===== config.mk =====
export PLATFORM = sky130hd
export DESIGN_NAME = a78_cart_loader
export DESIGN_NICKNAME = d
export VERILOG_FILES = /design/src/rtl/a78_cart_loader.sv
export SDC_FILE = /design/constraint.sdc
export NUM_CORES = 1
export LEC_CHECK = 0
export ABC_AREA = 0
export CAP_MARGIN = 20
export CORE_ASPECT_RATIO = 2
export CORE_UTILIZATION = 51
export DETAILED_ROUTE_END_ITERATION = 16
export PLACE_DENSITY = 0.73
export SLEW_MARGIN = 20
export SYNTH_ARGS = -nofsm -noshare
export SYNTH_HDL_FRONTEND = slang
export SYNTH_SLANG_ARGS = --single-unit
export TNS_END_PERCENT = 100

===== constraint.sdc =====
create_clock -name clk_sys -period 2.8 [get_ports clk_sys]
set_input_delay 0.42 -clock clk_sys [delete_from_list [all_inputs] [get_ports clk_sys]]
set_output_delay 0.42 -clock clk_sys [all_outputs]
set_load 0.05 [all_outputs]

===== src/rtl/a78_cart_loader.sv =====
// A78 cartridge loader: strips/decodes the 128-byte A78 header and streams the ROM payload to SDRAM.
// Optional A78_SIZE_CHECK_EN: flags a header-declared size that disagrees with the bytes actually loaded.
module a78_cart_loader #(
    parameter int unsigned ADDR_W    = 25,
    parameter int unsigned HDR_LEN   = 128,
    parameter int unsigned MAGIC_LEN = 9
) (
    input  logic              clk_sys,
    input  logic              reset,
    input  logic              ioctl_download,
    input  logic              ioctl_wr,
    input  logic [24:0]       ioctl_addr,
    input  logic [7:0]        ioctl_dout,
    output logic              ioctl_wait,
    output logic [ADDR_W-1:0] mem_addr,
    output logic [7:0]        mem_data,
    output logic              mem_wr,
    input  logic              mem_ack,
    output logic [15:0]       cart_flags,
    output logic [31:0]       cart_size,
    output logic [7:0]        cart_save,
    output logic [7:0]        cart_xm,
    output logic              cart_pal,
    output logic              header_found,
    output logic              load_done,
    output logic              size_mismatch
);

    localparam int unsigned CNT_W   = $clog2(HDR_LEN) + 1;
    localparam int unsigned BUF_LEN = MAGIC_LEN + 1;
    localparam int unsigned BI_W    = $clog2(BUF_LEN) + 1;
    localparam logic [8*MAGIC_LEN-1:0] MAGIC = 72'h41_54_41_52_49_37_38_30_30;

    typedef enum logic [2:0] {
        S_IDLE,
        S_CAPTURE,
        S_HEADER,
        S_FLUSH,
        S_STREAM,
        S_DONE
    } state_t;

    state_t              r_state;
    logic                r_dl_d;
    logic [CNT_W-1:0]    r_cnt;
    logic [7:0]          r_buf [0:BUF_LEN-1];
    logic [BI_W-1:0]     r_fidx;
    logic [BI_W-1:0]     r_fn;
    logic [ADDR_W-1:0]   r_paddr;
    logic                r_full;
    logic [31:0]         r_wcount;
    logic                r_wait;
    logic [ADDR_W-1:0]   r_mem_addr;
    logic [7:0]          r_mem_data;
    logic                r_mem_wr;
    logic [15:0]         r_flags;
    logic [31:0]         r_size;
    logic [7:0]          r_save;
    logic [7:0]          r_xm;
    logic                r_pal;
    logic                r_hfound;
    logic                r_done;
    logic [8*MAGIC_LEN-1:0] w_sig;
    logic                w_unused;
`ifdef A78_SIZE_CHECK_EN
    logic [31:0]         r_hdr_size;
    logic                r_mismatch;
`endif

    assign w_unused = ^ioctl_addr;

    // Signature as it stands once the last magic byte arrives: buffered bytes plus the live one.
    always_comb begin
        w_sig = '0;
        for (int unsigned i = 1; i < MAGIC_LEN; i++) begin
            w_sig[8*(MAGIC_LEN-i) +: 8] = r_buf[i];
        end
        w_sig[7:0] = ioctl_dout;
    end

    always_ff @(posedge clk_sys) begin
        if (reset) begin
            r_state    <= S_IDLE;
            r_dl_d     <= 1'b1;  // a download still high after reset is not a new start
            r_cnt      <= '0;
            for (int unsigned i = 0; i < BUF_LEN; i++) r_buf[i] <= '0;
            r_fidx     <= '0;
            r_fn       <= '0;
            r_paddr    <= '0;
            r_full     <= 1'b0;
            r_wcount   <= '0;
            r_wait     <= 1'b0;
            r_mem_addr <= '0;
            r_mem_data <= '0;
            r_mem_wr   <= 1'b0;
            r_flags    <= '0;
            r_size     <= '0;
            r_save     <= '0;
            r_xm       <= '0;
            r_pal      <= 1'b0;
            r_hfound   <= 1'b0;
            r_done     <= 1'b0;
`ifdef A78_SIZE_CHECK_EN
            r_hdr_size <= '0;
            r_mismatch <= 1'b0;
`endif
        end else begin
            r_dl_d <= ioctl_download;
            if (ioctl_download && !r_dl_d) begin
                r_state    <= S_CAPTURE;
                r_cnt      <= '0;
                r_fidx     <= '0;
                r_fn       <= '0;
                r_paddr    <= '0;
                r_full     <= 1'b0;
                r_wcount   <= '0;
                r_wait     <= 1'b0;
                r_mem_wr   <= 1'b0;
                r_flags    <= '0;
                r_size     <= '0;
                r_save     <= '0;
                r_xm       <= '0;
                r_pal      <= 1'b0;
                r_hfound   <= 1'b0;
                r_done     <= 1'b0;
`ifdef A78_SIZE_CHECK_EN
                r_hdr_size <= '0;
                r_mismatch <= 1'b0;
`endif
            end else begin
                unique case (r_state)
                    S_CAPTURE: begin
                        if (ioctl_wr) begin
                            r_buf[r_cnt[BI_W-1:0]] <= ioctl_dout;
                            r_cnt <= r_cnt + 1'b1;
                            if (r_cnt == CNT_W'(MAGIC_LEN)) begin
                                if (w_sig == MAGIC) begin
                                    r_hfound <= 1'b1;
                                    r_state  <= S_HEADER;
                                end else begin
                                    r_fn    <= BI_W'(BUF_LEN);
                                    r_fidx  <= '0;
                                    r_wait  <= 1'b1;
                                    r_state <= S_FLUSH;
                                end
                            end
                        end else if (!ioctl_download) begin
                            r_fn    <= r_cnt[BI_W-1:0];
                            r_fidx  <= '0;
                            r_wait  <= 1'b1;
                            r_state <= S_FLUSH;
                        end
                    end
                    S_HEADER: begin
                        if (ioctl_wr) begin
                            r_cnt <= r_cnt + 1'b1;
                            if (r_cnt == CNT_W'(53)) r_flags[15:8] <= ioctl_dout;
                            if (r_cnt == CNT_W'(54)) r_flags[7:0]  <= ioctl_dout;
                            if (r_cnt == CNT_W'(57)) r_pal         <= ioctl_dout[0];
                            if (r_cnt == CNT_W'(58)) r_save        <= ioctl_dout;
                            if (r_cnt == CNT_W'(63)) r_xm          <= ioctl_dout;
`ifdef A78_SIZE_CHECK_EN
                            if (r_cnt >= CNT_W'(49) && r_cnt <= CNT_W'(52))
                                r_hdr_size <= {r_hdr_size[23:0], ioctl_dout};
`endif
                            if (r_cnt == CNT_W'(HDR_LEN-1)) begin
                                r_paddr <= '0;
                                r_state <= S_STREAM;
                            end
                        end else if (!ioctl_download) begin
                            r_size  <= r_wcount;
                            r_done  <= 1'b1;
                            r_state <= S_DONE;
`ifdef A78_SIZE_CHECK_EN
                            r_mismatch <= r_hfound && (r_hdr_size != r_wcount);
`endif
                        end
                    end
                    S_FLUSH: begin
                        if (r_mem_wr) begin
                            if (mem_ack) begin
                                r_mem_wr <= 1'b0;
                                r_fidx   <= r_fidx + 1'b1;
                                r_paddr  <= r_paddr + 1'b1;
                                r_wcount <= r_wcount + 1'b1;
                            end
                        end else if (r_fidx < r_fn) begin
                            r_mem_addr <= ADDR_W'(r_fidx);
                            r_mem_data <= r_buf[r_fidx];
                            r_mem_wr   <= 1'b1;
                        end else begin
                            r_wait  <= 1'b0;
                            r_state <= S_STREAM;
                        end
                    end
                    S_STREAM: begin
                        if (r_mem_wr) begin
                            if (mem_ack) begin
                                r_mem_wr <= 1'b0;
                                r_wait   <= 1'b0;
                                if (r_paddr == '1) r_full  <= 1'b1;
                                else               r_paddr <= r_paddr + 1'b1;
                            end
                        end else if (ioctl_wr) begin
                            // Bytes past the top address are counted but never written.
                            r_wcount <= r_wcount + 1'b1;
                            if (!r_full) begin
                                r_mem_addr <= r_paddr;
                                r_mem_data <= ioctl_dout;
                                r_mem_wr   <= 1'b1;
                                r_wait     <= 1'b1;
                            end
                        end else if (!ioctl_download) begin
                            r_size  <= r_wcount;
                            r_done  <= 1'b1;
                            r_state <= S_DONE;
`ifdef A78_SIZE_CHECK_EN
                            r_mismatch <= r_hfound && (r_hdr_size != r_wcount);
`endif
                        end
                    end
                    default: ;
                endcase
            end
        end
    end

    assign ioctl_wait   = r_wait;
    assign mem_addr     = r_mem_addr;
    assign mem_data     = r_mem_data;
    assign mem_wr       = r_mem_wr;
    assign cart_flags   = r_flags;
    assign cart_size    = r_size;
    assign cart_save    = r_save;
    assign cart_xm      = r_xm;
    assign cart_pal     = r_pal;
    assign header_found = r_hfound;
    assign load_done    = r_done;
`ifdef A78_SIZE_CHECK_EN
    assign size_mismatch = r_mismatch;
`else
    assign size_mismatch = 1'b0;
`endif

endmodule


==> results.txt <==
Hold endpoint = cart_xm[6]
Fillcell total = 2206
Site row count = 85
Post-DP Area = 15800 µm²
Post-Syn Area = 13800 µm²
PortBufs = 114
RSZ-0062 raised after global routing = false
DRT antenna net count = 0
Clock transition at the registers of the reported paths = 0.07 ns
Highest clock rate = 393 MHz
Remaining DRCs = 0
Layout cells sized above 1 = 13.3%
Distinct cells, synth = 70
Yosys warns = 0
Total CTS buffers = 27
Seq/Total Area, Yosys = 54.7%
Max FO, Critical Path = 4
Post_cts resized = 0
Seq cells post-synth = 314
Final hold violation count = 0
Gpl congestion = 0.902
Status = complete, no violations
H-tree levels = 1
Setup crit start kind = register
First-pass GRT wire length = 59.0 mm
Largest net degree at the start of global routing = 120
Wire per inst = 20.3 µm
Rel. slew slack = 47.7%
WHS Path Cells = 2
Pre-CTS setup slack = -0.124 ns
Count leader, synth = nand2_1
Reg2Reg Setup Slack = 0.25 ns
Leak = 5.63 nW
Crit end category = register
Critical path type = reg -> reg
Worst hold path class = reg -> reg
Number of global-route vias before repair = 11100
Worst path arrival time = 2.99 ns
Depth of the most critical reg-to-reg path = 7
Clock net sink count = 314
Max Slew Vio Count = 0
Worst skew pair latency = 0.56 ns
Die width = 119 µm
DR iter-0 viols = 706
Cell count after synthesis = 1351
Period utilization = 90.9%
Pwr dens = 651 nW/µm²
Min Hold Slack = 0.451 ns
VDD IR-drop max = 0.472 mV
Synth Area per Inst = 10.2 µm²
Post-CTS Setup Bufs = 0
IO Pins = 141
Total routed wirelength = 37.9 mm
Synth-to-layout area growth = 21.0%
Initial Utilization = 51.7%
Ant diodes = 0
Total grt overflow = 0
GRT Total Usage = 27.4%
Die Ht = 235 µm
Post-DP HPWL = 28.3 mm
Final period demand of the worst path = 2.55 ns
Setup-failing EPs final = 0
Worst R2R Start = r_buf[1][2]
Top cells by area, synth = edfxtp_1 28%, dfxtp_1 27%, mux4_2 6.5%
Final instance area = 16800 µm²
Initial antenna violation count = 0
Setup TNS = 0 ns
Nets = 1550
Worst-margin pin slew = 0.782 ns
Post-synth EDFFs = 128
Synth cell count leaders = 210 x nand2_1, 186 x dfxtp_1, 136 x nor2_1
Root Driver = clkbuf_16
Critical Path RT = 3.25 ns
CTS tree = built
Final setup margin = 0.254 ns
Max_cap viols = 0
Post-Syn Nets = 1399
Placed Cells = 1821
Core Area = 26800 µm²
Clock buffer depth = 3
Largest area contributor in the netlist = edfxtp_1
Setup Skew = 0.0148 ns
Post-synth top flop = dfxtp_1
Post-route insts no fill = 1871
Ys async rst share = 0%
Via density = 5.90
Share of the synthesized area in the top cell type = 27.8%
Hold Path Origin = cart_xm[6]
DIE AREA = 27800 µm²
Via count = 11000
# hold bufs at CTS = 0
Reg-to-Reg End = r_fidx[4]
DR pass1 iterations = 6
cell usage in the layout (no fill, tap or decap), types with 6 or more instances in the layout:
cell type	count
nor4b_1	12
nand3_1	60
clkdlybuf4s50_1	114
nor4_1	24
xor2_1	24
and4_1	9
and2_1	45
a21oi_1	106
dfxtp_1	185
nor2_1	136
nand2b_1	7
edfxtp_1	128
nor3b_1	6
xnor2_1	30
nor4bb_1	10
buf_4	88
o21ai_0	33
inv_1	26
clkbuf_16	27
nor3_1	24
ha_1	10
mux4_2	40
and3_1	12
nand4_1	33
nand2_1	210
a31oi_1	10
worst max-delay path, cell delays in order, from the launching register on:
cell	delay, ns
edfxtp_1	0.40
nor4b_1	0.39
buf_4	0.19
nand4_1	0.12
or4_1	0.59
o2111ai_2	0.31
a21oi_1	0.11
mux2_1	0.32
area by class of cell:
class | count | area (µm²) | share of cell area (%)
clock buffers | 34 | 732 | 4.37
multi-input cells | 929 | 5850 | 34.9
flip-flops and latches | 314 | 7570 | 45.2
clock inverters | 16 | 208 | 1.24
inverters | 25 | 93.8 | 0.560
well taps | 348 | 435 | 2.60
repair buffers | 205 | 1860 | 11.1
cells by family (layout without fill, tap and decap cells):
kind of cell    after synthesis  after routing  synth area share [%]
simple gates                618            618                  22.1
compound gates              198            198                  8.61
mux                          48             48                  7.13
other cells                   1              1                0.0271
xor+xnor                     54             54                  3.42
flops                       314            314                  54.7
fa+ha+maj                    10             10                 0.904
buf+inv                     108            280                  3.20
worst max-delay path by stage:
stage,startpoint,endpoint,depth (start not counted)
2_1_floorplan,r_state[2],r_buf[1][0],6
3_3_place_gp,ioctl_dout[6],r_fidx[4],6
3_5_place_dp,ioctl_dout[1],r_fidx[4],7
4_1_cts,r_buf[1][2],r_fidx[4],7
5_1_grt,r_buf[8][6],r_fidx[4],5
6_report,r_buf[1][2],r_fidx[4],7
sequential cells by signal, indices dropped and copies added (netlist names), 3 cells and up, named ones only:
name	cells
r_state	3
r_fidx	5
r_fn	5
cart_save	8
mem_addr	25
r_paddr	25
r_wcount	32
cart_xm	8
cart_size	32
cart_flags	16
r_cnt	8
r_buf	128
mem_data	8
layer usage:
| layer | share of wire, % | GRT usage (%) | vias up | routed length [µm] |
|---|---|---|---|---|
| met5 | 0 | 0 | - | 0 |
| met4 | 7.1 | 20.8 | 0 | 2700 |
| met3 | 3.8 | 3.52 | 159 | 1450 |
| met2 | 56 | 53.0 | 385 | 21300 |
| met1 | 33 | 25.3 | 5351 | 12400 |
| li1 | - | - | 5143 | - |
per-stage QoR:
stage,util [%],power (mW)
2_1_floorplan,-,6.30
5_1_grt,62.5,11.3
3_3_place_gp,59.0,6.97
3_5_place_dp,59.0,6.99
4_1_cts,62.5,10.9
6_report,62.5,10.9
where the power goes:
group / leakage, nW / internal (mW) / switching (mW)
sequential: 2.78 / 4.91 / 0.164
clock: 0.458 / 2.25 / 1.74
combinational: 2.39 / 0.624 / 1.21
Power figures use the tool's default switching activity.
